$ cat src/rtl/blk2s_post_pkg.sv
// Shared FastKDF constants and the state type of the post-PRF pointer stage.
package blk2s_post_pkg;

  localparam int unsigned OUTPUT_SIZE   = 32;
  localparam int unsigned KDF_BUF_SIZE  = 256;
  localparam int unsigned ITER_NUM      = 32;
  localparam int unsigned BYTES_PER_CYC = 4;

  typedef enum logic [1:0] {
    StIdle,
    StAcc,
    StHold
  } post_state_e;

endpackage

$ cat src/rtl/byte_sum_acc.sv
// Adds BYTES_PER_CYC bytes per enabled cycle into an 8-bit wrapping accumulator.
module byte_sum_acc #(
  parameter int unsigned BYTES_PER_CYC = 4
) (
  input  logic                       clk,
  input  logic                       rst_n,
  input  logic                       clr,
  input  logic                       en,
  input  logic [BYTES_PER_CYC*8-1:0] chunk,
  output logic [7:0]                 sum
);

  logic [7:0] chunk_sum;
  logic [7:0] sum_q;

  // Carries beyond bit 7 are dropped on purpose: the pointer is the sum mod 256.
  always_comb begin
    chunk_sum = '0;
    for (int unsigned i = 0; i < BYTES_PER_CYC; i++) begin
      chunk_sum = chunk_sum + chunk[i*8 +: 8];
    end
  end

  always_ff @(posedge clk or negedge rst_n) begin
    if (!rst_n) begin
      sum_q <= '0;
    end else if (clr) begin
      sum_q <= '0;
    end else if (en) begin
      sum_q <= sum_q + chunk_sum;
    end
  end

  assign sum = sum_q;

endmodule

$ cat src/rtl/blk2s_post.sv
// Post-PRF stage: reduces each PRF result to a buffer pointer and counts KDF iterations.
module blk2s_post #(
  parameter int unsigned OUTPUT_SIZE   = blk2s_post_pkg::OUTPUT_SIZE,
  parameter int unsigned BYTES_PER_CYC = blk2s_post_pkg::BYTES_PER_CYC,
  parameter int unsigned ITER_NUM      = blk2s_post_pkg::ITER_NUM
) (
  input  logic                        clk,
  input  logic                        rst_n,
  input  logic                        flush,
  input  logic                        in_vld,
  output logic                        in_rdy,
  input  logic [OUTPUT_SIZE*8-1:0]    prf_output,
  output logic                        out_vld,
  input  logic                        out_rdy,
  output logic [7:0]                  buf_ptr_out,
  output logic                        last_out,
  output logic [$clog2(ITER_NUM)-1:0] iter_cnt
);

  import blk2s_post_pkg::*;

  localparam int unsigned NumChunks = OUTPUT_SIZE / BYTES_PER_CYC;
  localparam int unsigned ChunkW    = BYTES_PER_CYC * 8;
  localparam int unsigned ChunkIdxW = (NumChunks > 1) ? $clog2(NumChunks) : 1;
  localparam int unsigned IterW     = $clog2(ITER_NUM);

  post_state_e              state_q, state_d;
  logic [OUTPUT_SIZE*8-1:0] data_q;
  logic [ChunkIdxW-1:0]     chunk_idx_q;
  logic [IterW-1:0]         iter_q;
  logic                     accept, last_chunk, handshake;
  logic                     acc_clr, acc_en;
  logic [7:0]               sum;

  assign accept     = (state_q == StIdle) && in_vld;
  assign last_chunk = (chunk_idx_q == ChunkIdxW'(NumChunks - 1));
  assign handshake  = (state_q == StHold) && out_rdy;

  always_ff @(posedge clk or negedge rst_n) begin
    if (!rst_n) begin
      state_q <= StIdle;
    end else begin
      state_q <= state_d;
    end
  end

  always_comb begin
    state_d = state_q;
    if (flush) begin
      state_d = StIdle;
    end else begin
      unique case (state_q)
        StIdle:  if (in_vld) state_d = StAcc;
        StAcc:   if (last_chunk) state_d = StHold;
        StHold:  if (out_rdy) state_d = StIdle;
        default: state_d = StIdle;
      endcase
    end
  end

  always_comb begin
    in_rdy      = (state_q == StIdle);
    out_vld     = (state_q == StHold);
    last_out    = out_vld && (iter_q == IterW'(ITER_NUM - 1));
    buf_ptr_out = sum;
    iter_cnt    = iter_q;
  end

  // The captured result is shifted down one chunk per ACC cycle, so the
  // accumulator always reads the low chunk.
  always_ff @(posedge clk or negedge rst_n) begin
    if (!rst_n) begin
      data_q      <= '0;
      chunk_idx_q <= '0;
      iter_q      <= '0;
    end else if (flush) begin
      data_q      <= '0;
      chunk_idx_q <= '0;
      iter_q      <= '0;
    end else begin
      if (accept) begin
        data_q      <= prf_output;
        chunk_idx_q <= '0;
      end else if (state_q == StAcc) begin
        data_q      <= data_q >> ChunkW;
        chunk_idx_q <= last_chunk ? '0 : chunk_idx_q + 1'b1;
      end
      if (handshake) begin
        iter_q <= (iter_q == IterW'(ITER_NUM - 1)) ? '0 : iter_q + 1'b1;
      end
    end
  end

  assign acc_clr = flush || accept;
  assign acc_en  = (state_q == StAcc) && !flush;

  byte_sum_acc #(
    .BYTES_PER_CYC(BYTES_PER_CYC)
  ) u_acc (
    .clk  (clk),
    .rst_n(rst_n),
    .clr  (acc_clr),
    .en   (acc_en),
    .chunk(data_q[ChunkW-1:0]),
    .sum  (sum)
  );

endmodule

$ cat config.mk
export PLATFORM = sky130hd
export DESIGN_NAME = blk2s_post
export DESIGN_NICKNAME = d
export VERILOG_FILES = /design/src/rtl/blk2s_post_pkg.sv /design/src/rtl/byte_sum_acc.sv /design/src/rtl/blk2s_post.sv
export SDC_FILE = /design/constraint.sdc
export NUM_CORES = 1
export LEC_CHECK = 0
export CAP_MARGIN = 25
export CORE_UTILIZATION = 30
export DETAILED_ROUTE_END_ITERATION = 8
export PLACE_DENSITY_LB_ADDON = 0.25
export SETUP_SLACK_MARGIN = 0.5
export SKIP_CTS_REPAIR_TIMING = 1
export SLEW_MARGIN = 40
export SYNTH_ARGS = -nofsm -noshare
export SYNTH_HDL_FRONTEND = slang
export SYNTH_HIERARCHICAL = 1
export SYNTH_SLANG_ARGS = --single-unit
$ cat constraint.sdc
create_clock -name clk -period 4.2 [get_ports clk]
set_input_delay 1.26 -clock clk [delete_from_list [all_inputs] [get_ports clk]]
set_output_delay 1.26 -clock clk [all_outputs]
set_load 0.01 [all_outputs]
==> run_results.csv <==
group,metric,value,unit
critical_path,critPathMaxFanout,6,
power,ir_drop,250,uV
synthesis,synthTopCellsByArea,"dfrtp_1, a22o_1, a21o_1",
finish,syn_to_final_growth,33.5,%
synthesis,syn_inst,1011,
cts,clkLatencyLatePin,530,ps
critical_path,timing.rr.end,"u_acc/sum[7]",
global_routing,grt_pass1_vias,9384,
timing,rsz0062_at_grt,"false",
global_routing,grt_remaining_overflow,0,
synthesis,yosysWarnings,6,
critical_path,cp-start-kind,"flip-flop",
critical_path,path_common_cell,"ha_1",
placement,dp.cells,1758,
power,cellPowerDensity,403,nW/um^2
critical_path,max_stage_delay,520,ps
critical_path,arrival,2270,ps
route,routed-via-count,9103,
floorplanning,coreArea,41900,sq um
placement,io_buffers,276,
cts,htree_levels,2,
cts,clkSlewWorstSetupHoldPaths,50,ps
floorplanning,die_height,208,um
floorplanning,num_rows,75,
timing,tightestPinTransition,753,ps
synthesis,yosysMostFrequentCell,"dfrtp_1",
worst_hold_path,hp-class,"reg -> reg",
global_routing,grt_max_degree,143,
synthesis,yosys.area.top_type_share,0.538,
timing,setup_viol,0,
placement,dp_hpwl,24500,um
synthesis,yosys.area.top_type,"dfrtp_1",
floorplanning,die_area,43300,sq um
critical_path,r2r_cells,12,
floorplanning,initial_core_util,0.304,
synthesis,ys_seq_area_frac,0.538,
finish,fill_cells,4015,
timing,skew,15.4,ps
placement,gp_congestion,0.800,
run_status,run_status,"complete, no violations",
synthesis,yosysUniqueCellTypes,39,
route,wl_per_cell,19.5,um
critical_path,cpMaxStageDelayCell,"clkdlybuf4s50_1",
cts,cts.path.max_buffers,3,
timing,slew_headroom,0.498,
synthesis,ys_top_cells_by_count,"dfrtp_1, a22o_1, a21o_1",
route,drt_wl_total,35400,um
global_routing,grt_antenna_before_repair,2,
timing,max_freq,283,MHz
route,antenna_left,0,
synthesis,synth-edff-count,0,
critical_path,critPathKind,"reg -> out",
critical_path,r2r_slack,690,ps
synthesis,synth_seq_cells,274,
timing,fin_tns_setup,0,ps
cts,cts_buffers,35,
synthesis,synth_fp_nets,1304,
flow_run,drv_cap,0,
timing,period_minus_slack,3530,ps
finish,fin_cells,1819,
worst_hold_path,min_to,"data_q[196]",
critical_path,end_kind,"output pin",
critical_path,cp.required,2940,ps
critical_path,crit_chain,"ha_1 > and3_1 > ha_1 > and2_1 > clkdlybuf4s50_1",
synthesis,synth-async-reset-ratio,1.00,
route,firstDrtPassIters,4,
timing,finalCritPeriodShare,0.840,
synthesis,syn_area,12700,sq um
synthesis,ys.flop_type,"dfrtp_1",
timing,hold_viol_final,0,
finish,drive_above_1_share,0.0656,
critical_path,reg2reg_from,"data_q[1]",
cts,cts_num_sinks,274,
route,vias_per_cell,5.00,
route,drc_errors,0,
power,p_leak,0.00931,uW
global_routing,grt_pass1_wl,55100,um
floorplanning,die_w,208,um
synthesis,syn_area_per_cell,12.6,sq um
timing,finalMaxSlewViolations,0,
cts,cts_root_buf,"clkbuf_16",
route,drt_iter0_drc,491,
cts,cts_tree,"yes",
finish,antenna_cells,0,
worst_hold_path,whs_path_depth,1,
finish,nNetsFinal,1549,
floorplanning,ios,277,
worst_hold_path,min_from,"data_q[196]",
global_routing,grtUsageTotal,0.164,
through the flow:
step	instance area [sq um]	setup slack (ps)	hold slack [ps]	util	power (uW)
floorplan	12700	847	449	-	3450
global placement	15800	686	458	0.377	3900
detailed placement	15800	656	465	0.378	3920
CTS	17000	629	477	0.405	6970
global route	17000	542	486	0.405	7180
finish	17000	671	471	0.405	6850
how the worst max path moves through the flow:
| stage | startpoint | end | slack [ps] |
|---|---|---|---|
| detailed placement | flush | data_q[8] | 660 |
| CTS | iter_cnt[1] | last_out | 630 |
| global route | data_q[1] | u_acc/sum[7] | 540 |
| floorplan | data_q[1] | u_acc/sum[7] | 850 |
| global placement | flush | data_q[8] | 690 |
| finish | iter_cnt[1] | last_out | 670 |
state kept, by name (all words and copies together) (netlist names):
| signal | cells |
|---|---|
| state_q | 2 |
| u_acc/sum | 8 |
| data_q | 256 |
| iter_cnt | 5 |
| chunk_idx_q | 3 |
cells by family (layout without fill, tap and decap cells):
kind of cell | after synthesis | in the layout | synth area share
AOI/OAI and AO/OA | 507 | 507 | 0.323
adders and majority gates | 32 | 32 | 0.0432
buffers and inverters | 145 | 414 | 0.0655
and+or+nand+nor | 36 | 36 | 0.0175
muxes | 7 | 7 | 0.00550
DFF | 274 | 274 | 0.538
xor gates and xnor gates | 10 | 10 | 0.00688
cells in the final DEF, fill, tap and decap left out, types with 2 or more instances in the layout:
cell             netlist  layout
buf_12                 0      10
buf_4                  4       9
nand2b_1               2       2
mux2i_1                7       7
fa_1                  20      19
o21ai_0                5       5
nor2b_1                2       2
ha_1                  12      12
a211oi_1               3       3
nand2_1                3       3
a22oi_1                2       2
clkinv_2               0       6
inv_1                 58      58
a21o_1               226     226
clkbuf_16              0      36
a22o_1               257     257
a211oi_2               2       2
xnor2_1               10      10
nor2_1                14      14
clkbuf_8               0      11
a21oi_1                6       6
clkbuf_1               3       5
o21bai_1               3       2
clkdlybuf4s50_1        0     275
dfrtp_1              274     274
area by class of cell:
cell class / instances / area [sq um] / area share
Timing Repair Buffer: 295 / 3040 / 0.179
Tap cell: 539 / 674 / 0.0397
Multi-Input combinational cell: 592 / 5060 / 0.297
Clock inverter: 9 / 85.1 / 0.00501
Clock buffer: 52 / 1070 / 0.0630
Inverter: 58 / 218 / 0.0128
Sequential cell: 274 / 6860 / 0.403
metal layers:
| metal | wire length (um) | GRT usage | vias up | share of wire |
|---|---|---|---|---|
| met1 | 16200 | 0.219 | 4546 | 0.46 |
| li1 | - | - | 4276 | - |
| met4 | 796 | 0.0562 | 4 | 0.022 |
| met2 | 16300 | 0.258 | 226 | 0.46 |
| met3 | 2120 | 0.0420 | 51 | 0.060 |
| met5 | 28 | 0 | - | 0.00079 |
power breakdown:
part | total (uW) | internal (uW) | switching (uW)
combinational | 937 | 508 | 429
clock | 2990 | 1820 | 1160
sequential | 2920 | 2810 | 114
total | 6850 | 5140 | 1710
critical path, delay by kind of cell (launching register included):
kind,cells,cell delay (ps)
fa+ha+maj,2,460
buf+inv,1,520
flops,1,440
simple gates,2,320
Power figures use the tool's default switching activity.
